===== src/rtl/imm_gen_pipe_pkg.sv =====
// Shared definitions for the immediate generator: result type codes,
// RV32/RV64 major opcodes and RVC quadrant / funct3 encodings.
package imm_gen_pipe_pkg;

  typedef enum logic [2:0] {
    IMM_NONE = 3'd0,
    INST_I   = 3'd1,
    INST_S   = 3'd2,
    INST_B   = 3'd3,
    INST_U   = 3'd4,
    INST_J   = 3'd5
  } imm_type_e;

  localparam logic [6:0] OP_LUI    = 7'b0110111;
  localparam logic [6:0] OP_AUIPC  = 7'b0010111;
  localparam logic [6:0] OP_JAL    = 7'b1101111;
  localparam logic [6:0] OP_JALR   = 7'b1100111;
  localparam logic [6:0] OP_LOAD   = 7'b0000011;
  localparam logic [6:0] OP_IMM    = 7'b0010011;
  localparam logic [6:0] OP_IMM32  = 7'b0011011;
  localparam logic [6:0] OP_STORE  = 7'b0100011;
  localparam logic [6:0] OP_BRANCH = 7'b1100011;
  localparam logic [6:0] OP_SYSTEM = 7'b1110011;

  localparam logic [1:0] RVC_Q0 = 2'b00;
  localparam logic [1:0] RVC_Q1 = 2'b01;
  localparam logic [1:0] RVC_Q2 = 2'b10;

  localparam logic [2:0] C_F3_ADDI = 3'b000;
  localparam logic [2:0] C_F3_LI   = 3'b010;
  localparam logic [2:0] C_F3_LUI  = 3'b011;
  localparam logic [2:0] C_F3_J    = 3'b101;
  localparam logic [2:0] C_F3_BEQZ = 3'b110;
  localparam logic [2:0] C_F3_BNEZ = 3'b111;
  localparam logic [2:0] C_F3_LW   = 3'b010;
  localparam logic [2:0] C_F3_SW   = 3'b110;

  function automatic logic is_shift_f3(input logic [2:0] f3);
    return (f3 == 3'b001) || (f3 == 3'b101);
  endfunction

endpackage


===== src/rtl/imm_gen_pipe_imm_decode.sv =====
// Combinational immediate decode of one raw instruction word; classifies
// from the opcode (or RVC quadrant/funct3) and extends to XLEN.
module imm_decode
  import imm_gen_pipe_pkg::*;
#(
  parameter int XLEN   = 32,
  parameter int RVC_EN = 1
) (
  input  logic [31:0]     inst,
  output logic [XLEN-1:0] imm,
  output imm_type_e       imm_type,
  output logic            is_rvc
);

  logic [6:0] opcode;
  logic [2:0] f3_32;
  logic [2:0] f3_c;
  logic [1:0] quad;

  assign opcode = inst[6:0];
  assign f3_32  = inst[14:12];
  assign f3_c   = inst[15:13];
  assign quad   = inst[1:0];
  assign is_rvc = (RVC_EN != 0) && (quad != 2'b11);

  always_comb begin
    imm      = '0;
    imm_type = IMM_NONE;
    if (!is_rvc) begin
      case (opcode)
        OP_LUI, OP_AUIPC: begin
          imm_type = INST_U;
          imm      = XLEN'($signed({inst[31:12], 12'b0}));
        end
        OP_JAL: begin
          imm_type = INST_J;
          imm      = XLEN'($signed({inst[31], inst[19:12], inst[20], inst[30:21], 1'b0}));
        end
        OP_JALR, OP_LOAD: begin
          imm_type = INST_I;
          imm      = XLEN'($signed(inst[31:20]));
        end
        OP_IMM: begin
          imm_type = INST_I;
          if (is_shift_f3(f3_32))
            imm = (XLEN == 64) ? XLEN'(inst[25:20]) : XLEN'(inst[24:20]);
          else
            imm = XLEN'($signed(inst[31:20]));
        end
        OP_IMM32: begin
          // word ops only exist on RV64
          if (XLEN == 64) begin
            imm_type = INST_I;
            imm      = is_shift_f3(f3_32) ? XLEN'(inst[24:20]) : XLEN'($signed(inst[31:20]));
          end
        end
        OP_STORE: begin
          imm_type = INST_S;
          imm      = XLEN'($signed({inst[31:25], inst[11:7]}));
        end
        OP_BRANCH: begin
          imm_type = INST_B;
          imm      = XLEN'($signed({inst[31], inst[7], inst[30:25], inst[11:8], 1'b0}));
        end
        OP_SYSTEM: begin
          imm_type = INST_I;
          imm      = XLEN'(inst[31:20]);
        end
        default: ;
      endcase
    end else begin
      case (quad)
        RVC_Q1: begin
          case (f3_c)
            C_F3_ADDI, C_F3_LI: begin
              imm_type = INST_I;
              imm      = XLEN'($signed({inst[12], inst[6:2]}));
            end
            C_F3_LUI: begin
              if (inst[11:7] == 5'd2) begin
                imm_type = INST_I;
                imm      = XLEN'($signed({inst[12], inst[4:3], inst[5], inst[2], inst[6], 4'b0}));
              end else begin
                imm_type = INST_U;
                imm      = XLEN'($signed({inst[12], inst[6:2], 12'b0}));
              end
            end
            C_F3_J: begin
              imm_type = INST_J;
              imm      = XLEN'($signed({inst[12], inst[8], inst[10:9], inst[6], inst[7],
                                        inst[2], inst[11], inst[5:3], 1'b0}));
            end
            C_F3_BEQZ, C_F3_BNEZ: begin
              imm_type = INST_B;
              imm      = XLEN'($signed({inst[12], inst[6:5], inst[2], inst[11:10],
                                        inst[4:3], 1'b0}));
            end
            default: ;
          endcase
        end
        RVC_Q0: begin
          if (f3_c == C_F3_LW || f3_c == C_F3_SW) begin
            imm_type = (f3_c == C_F3_LW) ? INST_I : INST_S;
            imm      = XLEN'({inst[5], inst[12:10], inst[6], 2'b0});
          end
        end
        RVC_Q2: begin
          if (f3_c == C_F3_LW) begin
            imm_type = INST_I;
            imm      = XLEN'({inst[3:2], inst[12], inst[6:4], 2'b0});
          end else if (f3_c == C_F3_SW) begin
            imm_type = INST_S;
            imm      = XLEN'({inst[8:7], inst[12:9], 2'b0});
          end
        end
        default: ;
      endcase
    end
  end

endmodule


===== src/rtl/imm_gen_pipe.sv =====
// Single registered stage around imm_decode with a valid/ready handshake and
// a one-entry skid register so a stalled consumer never costs throughput.
module imm_gen_pipe
  import imm_gen_pipe_pkg::*;
#(
  parameter int XLEN   = 32,
  parameter int RVC_EN = 1,
  parameter int TAG_W  = 32
) (
  input  logic             clk,
  input  logic             rst_n,
  input  logic             flush,
  input  logic             in_valid,
  output logic             in_ready,
  input  logic [31:0]      in_inst,
  input  logic [TAG_W-1:0] in_tag,
  output logic             out_valid,
  input  logic             out_ready,
  output logic [XLEN-1:0]  out_imm,
  output imm_type_e        out_type,
  output logic             out_is_rvc,
  output logic [TAG_W-1:0] out_tag
);

  logic [XLEN-1:0]  dec_imm;
  imm_type_e        dec_type;
  logic             dec_rvc;

  logic             skid_valid;
  logic [XLEN-1:0]  skid_imm;
  imm_type_e        skid_type;
  logic             skid_is_rvc;
  logic [TAG_W-1:0] skid_tag;

  logic accept;
  logic drain;

  imm_decode #(
    .XLEN   (XLEN),
    .RVC_EN (RVC_EN)
  ) u_decode (
    .inst     (in_inst),
    .imm      (dec_imm),
    .imm_type (dec_type),
    .is_rvc   (dec_rvc)
  );

  assign in_ready = !skid_valid;
  assign accept   = in_valid && in_ready;
  assign drain    = out_valid && out_ready;

  always_ff @(posedge clk or negedge rst_n) begin
    if (!rst_n) begin
      out_valid   <= 1'b0;
      out_imm     <= '0;
      out_type    <= IMM_NONE;
      out_is_rvc  <= 1'b0;
      out_tag     <= '0;
      skid_valid  <= 1'b0;
      skid_imm    <= '0;
      skid_type   <= IMM_NONE;
      skid_is_rvc <= 1'b0;
      skid_tag    <= '0;
    end else if (flush) begin
      out_valid  <= 1'b0;
      skid_valid <= 1'b0;
    end else if (drain || !out_valid) begin
      // skid is older than anything arriving, so it always goes first
      if (skid_valid) begin
        out_valid  <= 1'b1;
        out_imm    <= skid_imm;
        out_type   <= skid_type;
        out_is_rvc <= skid_is_rvc;
        out_tag    <= skid_tag;
        skid_valid <= 1'b0;
      end else if (accept) begin
        out_valid  <= 1'b1;
        out_imm    <= dec_imm;
        out_type   <= dec_type;
        out_is_rvc <= dec_rvc;
        out_tag    <= in_tag;
      end else begin
        out_valid  <= 1'b0;
      end
    end else if (accept) begin
      skid_valid  <= 1'b1;
      skid_imm    <= dec_imm;
      skid_type   <= dec_type;
      skid_is_rvc <= dec_rvc;
      skid_tag    <= in_tag;
    end
  end

endmodule

===== config.mk =====
export PLATFORM = sky130hd
export DESIGN_NAME = imm_gen_pipe
export DESIGN_NICKNAME = d
export VERILOG_FILES = /design/src/rtl/imm_gen_pipe_pkg.sv /design/src/rtl/imm_gen_pipe_imm_decode.sv /design/src/rtl/imm_gen_pipe.sv
export SDC_FILE = /design/constraint.sdc
export NUM_CORES = 1
export LEC_CHECK = 0
export BUFFER_PORTS_ARGS = -buffer_cell sky130_fd_sc_hd__buf_2
export CAP_MARGIN = 10
export CORE_MARGIN = 2
export CORE_UTILIZATION = 35
export CTS_BUF_LIST = sky130_fd_sc_hd__clkbuf_4
export DETAILED_ROUTE_END_ITERATION = 8
export MAX_ROUTING_LAYER = met4
export PLACE_DENSITY = 0.57
export REMOVE_ABC_BUFFERS = 1
export SLEW_MARGIN = 20
export SYNTH_ARGS = -nofsm -noshare
export SYNTH_HDL_FRONTEND = slang
export SYNTH_HIERARCHICAL = 1
export SYNTH_SLANG_ARGS = --single-unit

===== constraint.sdc =====
create_clock -name clk -period 1.65 [get_ports clk]
set_clock_uncertainty 0.15 [all_clocks]
set_input_delay 0.165 -clock clk [delete_from_list [all_inputs] [get_ports clk]]
set_output_delay 0.165 -clock clk [all_outputs]
set_load 0.01 [all_outputs]

==> reports/summary.txt <==
Outcome -> finished, violations left
Failing checks -> setup timing
Yosys top cell area share -> 0.476
First-pass GRT wire length -> 32.9 mm
Vias per Instance -> 5.05
Maximum fanout along the worst path -> 11
DRC Markers -> 0
Diodes inserted -> 0
Clock buffer depth -> 2
Leakage power -> 4.87 nW
Crit-path cells -> buf_6, nor2_4, nor3_4, buf_4, clkbuf_16, mux2_1
H-tree levels -> 4
Switching share of power -> 0.290
DR vias -> 5638
Crit share post-route -> 1.07
WS Path Type -> reg -> reg
CTS root buffer -> clkbuf_4
Layout cells sized above 1 -> 0.558
Hold Startpoint -> in_valid
RSZ-0062 raised after global routing -> true
Final setup fails -> 72
Core area -> 20300 µm²
CTS Sinks -> 138
Dominant cell type by area after synthesis -> dfrtp_1
Maximum VDD drop -> 0.503 mV
#FFs+latches synth -> 138
Largest net degree at the start of global routing -> 47
Clock period minus final worst setup slack -> 1760 ps
Layout Nets -> 904
Placed cell count -> 1023
CTS tree -> done
Post-synthesis async set-or-reset flop share -> 1.00
Post-CTS Hold Fix Bufs -> 53
Skew-Pair Late Insertion Delay -> 560 ps
GR Util All Layers -> 0.198
IO Count -> 139
Hold WS -> 24.4 ps
Largest cells by area after synthesis -> dfrtp_1, mux2_2, mux2_1, buf_2, a221o_1
CP startpoint kind -> flop
Final WL -> 20.8 mm
Distinct cells, synth -> 67
Synth Warn # -> 6
Clock-pin slew on the worst setup and hold paths -> 120 ps
Die area -> 21900 µm²
Power Total -> 8.50 mW
CTS Buf Count -> 17
Worst EP required -> 1930 ps
Psw -> 2.46 mW
HP Class -> in -> reg
Fillers -> 1896
Seq/Total Area, Yosys -> 0.476
P&R area growth vs syn -> 37.9%
Seq pwr share -> 0.496
Setup TNS -> -4430 ps
Port Buffer Count -> 138
Die height -> 148 µm
Crit path largest cell delay -> 540 ps
WL per Instance -> 18.6 µm
Width of the die -> 148 µm
Worst Tran Pin Value -> 504 ps
Combinational Power Share -> 0.243
DR pass1 iterations -> 4
Max Cap Viol -> 0
Vias in the first global route -> 6128
Grt ovf -> 0
Crit. End Element -> flop
Pint -> 6.04 mW
Power Density -> 849 nW/µm²
Gpl congestion -> 0.887
Worst r2r src -> skid_valid
Setup ws final -> -108 ps
Initial DRC Count -> 156
Starting Density -> 0.358
Syn Std Cell Area -> 7260 µm²
Synth Area per Inst -> 12.8 µm²
Post-route ant nets -> 0
FP Rows -> 52
Data arrival time of the worst path -> 2030 ps
Rel. slew slack -> 0.663
EDFF count, synth -> 0
Clock share of power -> 0.261
CP startpoint -> skid_valid
Fin. max-slew vios -> 0
Fin util -> 0.493
Post-Synthesis Cells -> 567
Final Hold Violating Endpoints -> 0
Initial antenna violation count -> 0
Non-Filler Instances -> 1117
Max Fclk -> 569 MHz
Ys flop type -> dfrtp_1
Slowest CP cell -> dfrtp_4
DP Wirelength -> 14.5 mm
[power by group through the flow]
stage	Clock (mW)	Combinational (mW)	Sequential, mW
6_report	2.22	2.06	4.22
3_5_place_dp	0	1.86	4.28
2_1_floorplan	0	0.856	4.35
3_3_place_gp	0	1.82	4.23
5_1_grt	2.49	2.23	4.30
4_1_cts	2.36	2.01	4.21
[cell usage in the layout, fill, tap and decap left out, drive strengths merged, types with 8 or more instances in the layout]
cell,n
buf,236
mux2,205
dfrtp,138
dlygate4sd3,53
clkbuf,21
nand2,19
o21ai,13
a21o,12
a221o,11
nand3,11
a21oi,9
clkinv,9
nor3,8
inv,8
nor2,8
[cell type report]
class,count,area [µm²],share of cell area
well taps,270,338,0.0338
clock inverters,12,125,0.0125
multi-input cells,379,3630,0.363
inverters,8,35.0,0.00350
repair buffers,291,2280,0.228
flip-flops and latches,138,3460,0.345
clock buffers,19,143,0.0143
[Yosys cell counts, types with 7 or more instances]
library cell and instances:
dfrtp_1 138, clkbuf_1 7, a21o_1 12, nor3_1 7
buf_6 9, nand2_1 19, a31oi_1 7, a221o_1 11
o21ai_0 13, a21oi_1 8, mux2_1 17, mux2_2 188
inv_1 8, nand2b_1 7, buf_2 23, nand3_1 10
[metal layers]
metal | GRT usage | vias up | share of wire
met3 | 0.0361 | 20 | 0.038
met4 | 0.0514 | 0 | 0.014
li1 | - | 2659 | -
met5 | - | - | 0
met2 | 0.332 | 128 | 0.50
met1 | 0.248 | 2831 | 0.45
[critical path, delay by kind of cell (launching register included)]
kind | cells | cell delay (ps)
mux | 1 | 320
buf+inv | 3 | 480
flops | 1 | 540
simple gates | 2 | 180
[sequential cells by signal, indices dropped and copies added (netlist names)]
| register | flops |
|---|---|
| skid_type | 3 |
| out_tag | 32 |
| out_imm | 32 |
| out_valid | 1 |
| out_is_rvc | 1 |
| skid_tag | 32 |
| skid_valid | 1 |
| out_type | 3 |
| skid_is_rvc | 1 |
| skid_imm | 32 |
[cell families (layout without fill, tap and decap cells)]
group | count (synthesis) | after routing | share of synthesized area
muxes | 209 | 209 | 0.324
DFF | 138 | 138 | 0.476
AOI/OAI and AO/OA | 85 | 85 | 0.0874
and+or+nand+nor | 83 | 83 | 0.0714
buffers and inverters | 50 | 330 | 0.0396
xor gates and xnor gates | 2 | 2 | 0.00241
[per-stage QoR]
step	setup WS [ps]	cell area [µm²]
4_1_cts	-118	9850
5_1_grt	-157	10000
6_report	-108	10000
3_3_place_gp	-719	8850
3_5_place_dp	-730	8850
2_1_floorplan	-2580	7000
[path summary, 6_finish.rpt]
kind | end | slack [ps] | cells past startpoint
worst max-delay path | out_type[0] | -110 | 6
max in group asynchronous | out_imm[9] | 280 | 4
worst min register to register | out_tag[24] | 340 | 1
min in group asynchronous | out_tag[4] | 440 | 3
worst min-delay path | skid_valid | 20 | 5
worst max register to register | out_type[0] | -110 | 6
[what timing repair did]
| item | 4_1_cts | 5_1_grt |
|---|---|---|
| endpoints found under the setup margin | 92 | 125 |
| endpoints found under the hold margin | 247 | 3 |
| resized for setup | 27 | 26 |
| buffers inserted | 5 | 2 |
| cloned | 2 | 2 |
Power figures use the tool's default switching activity.
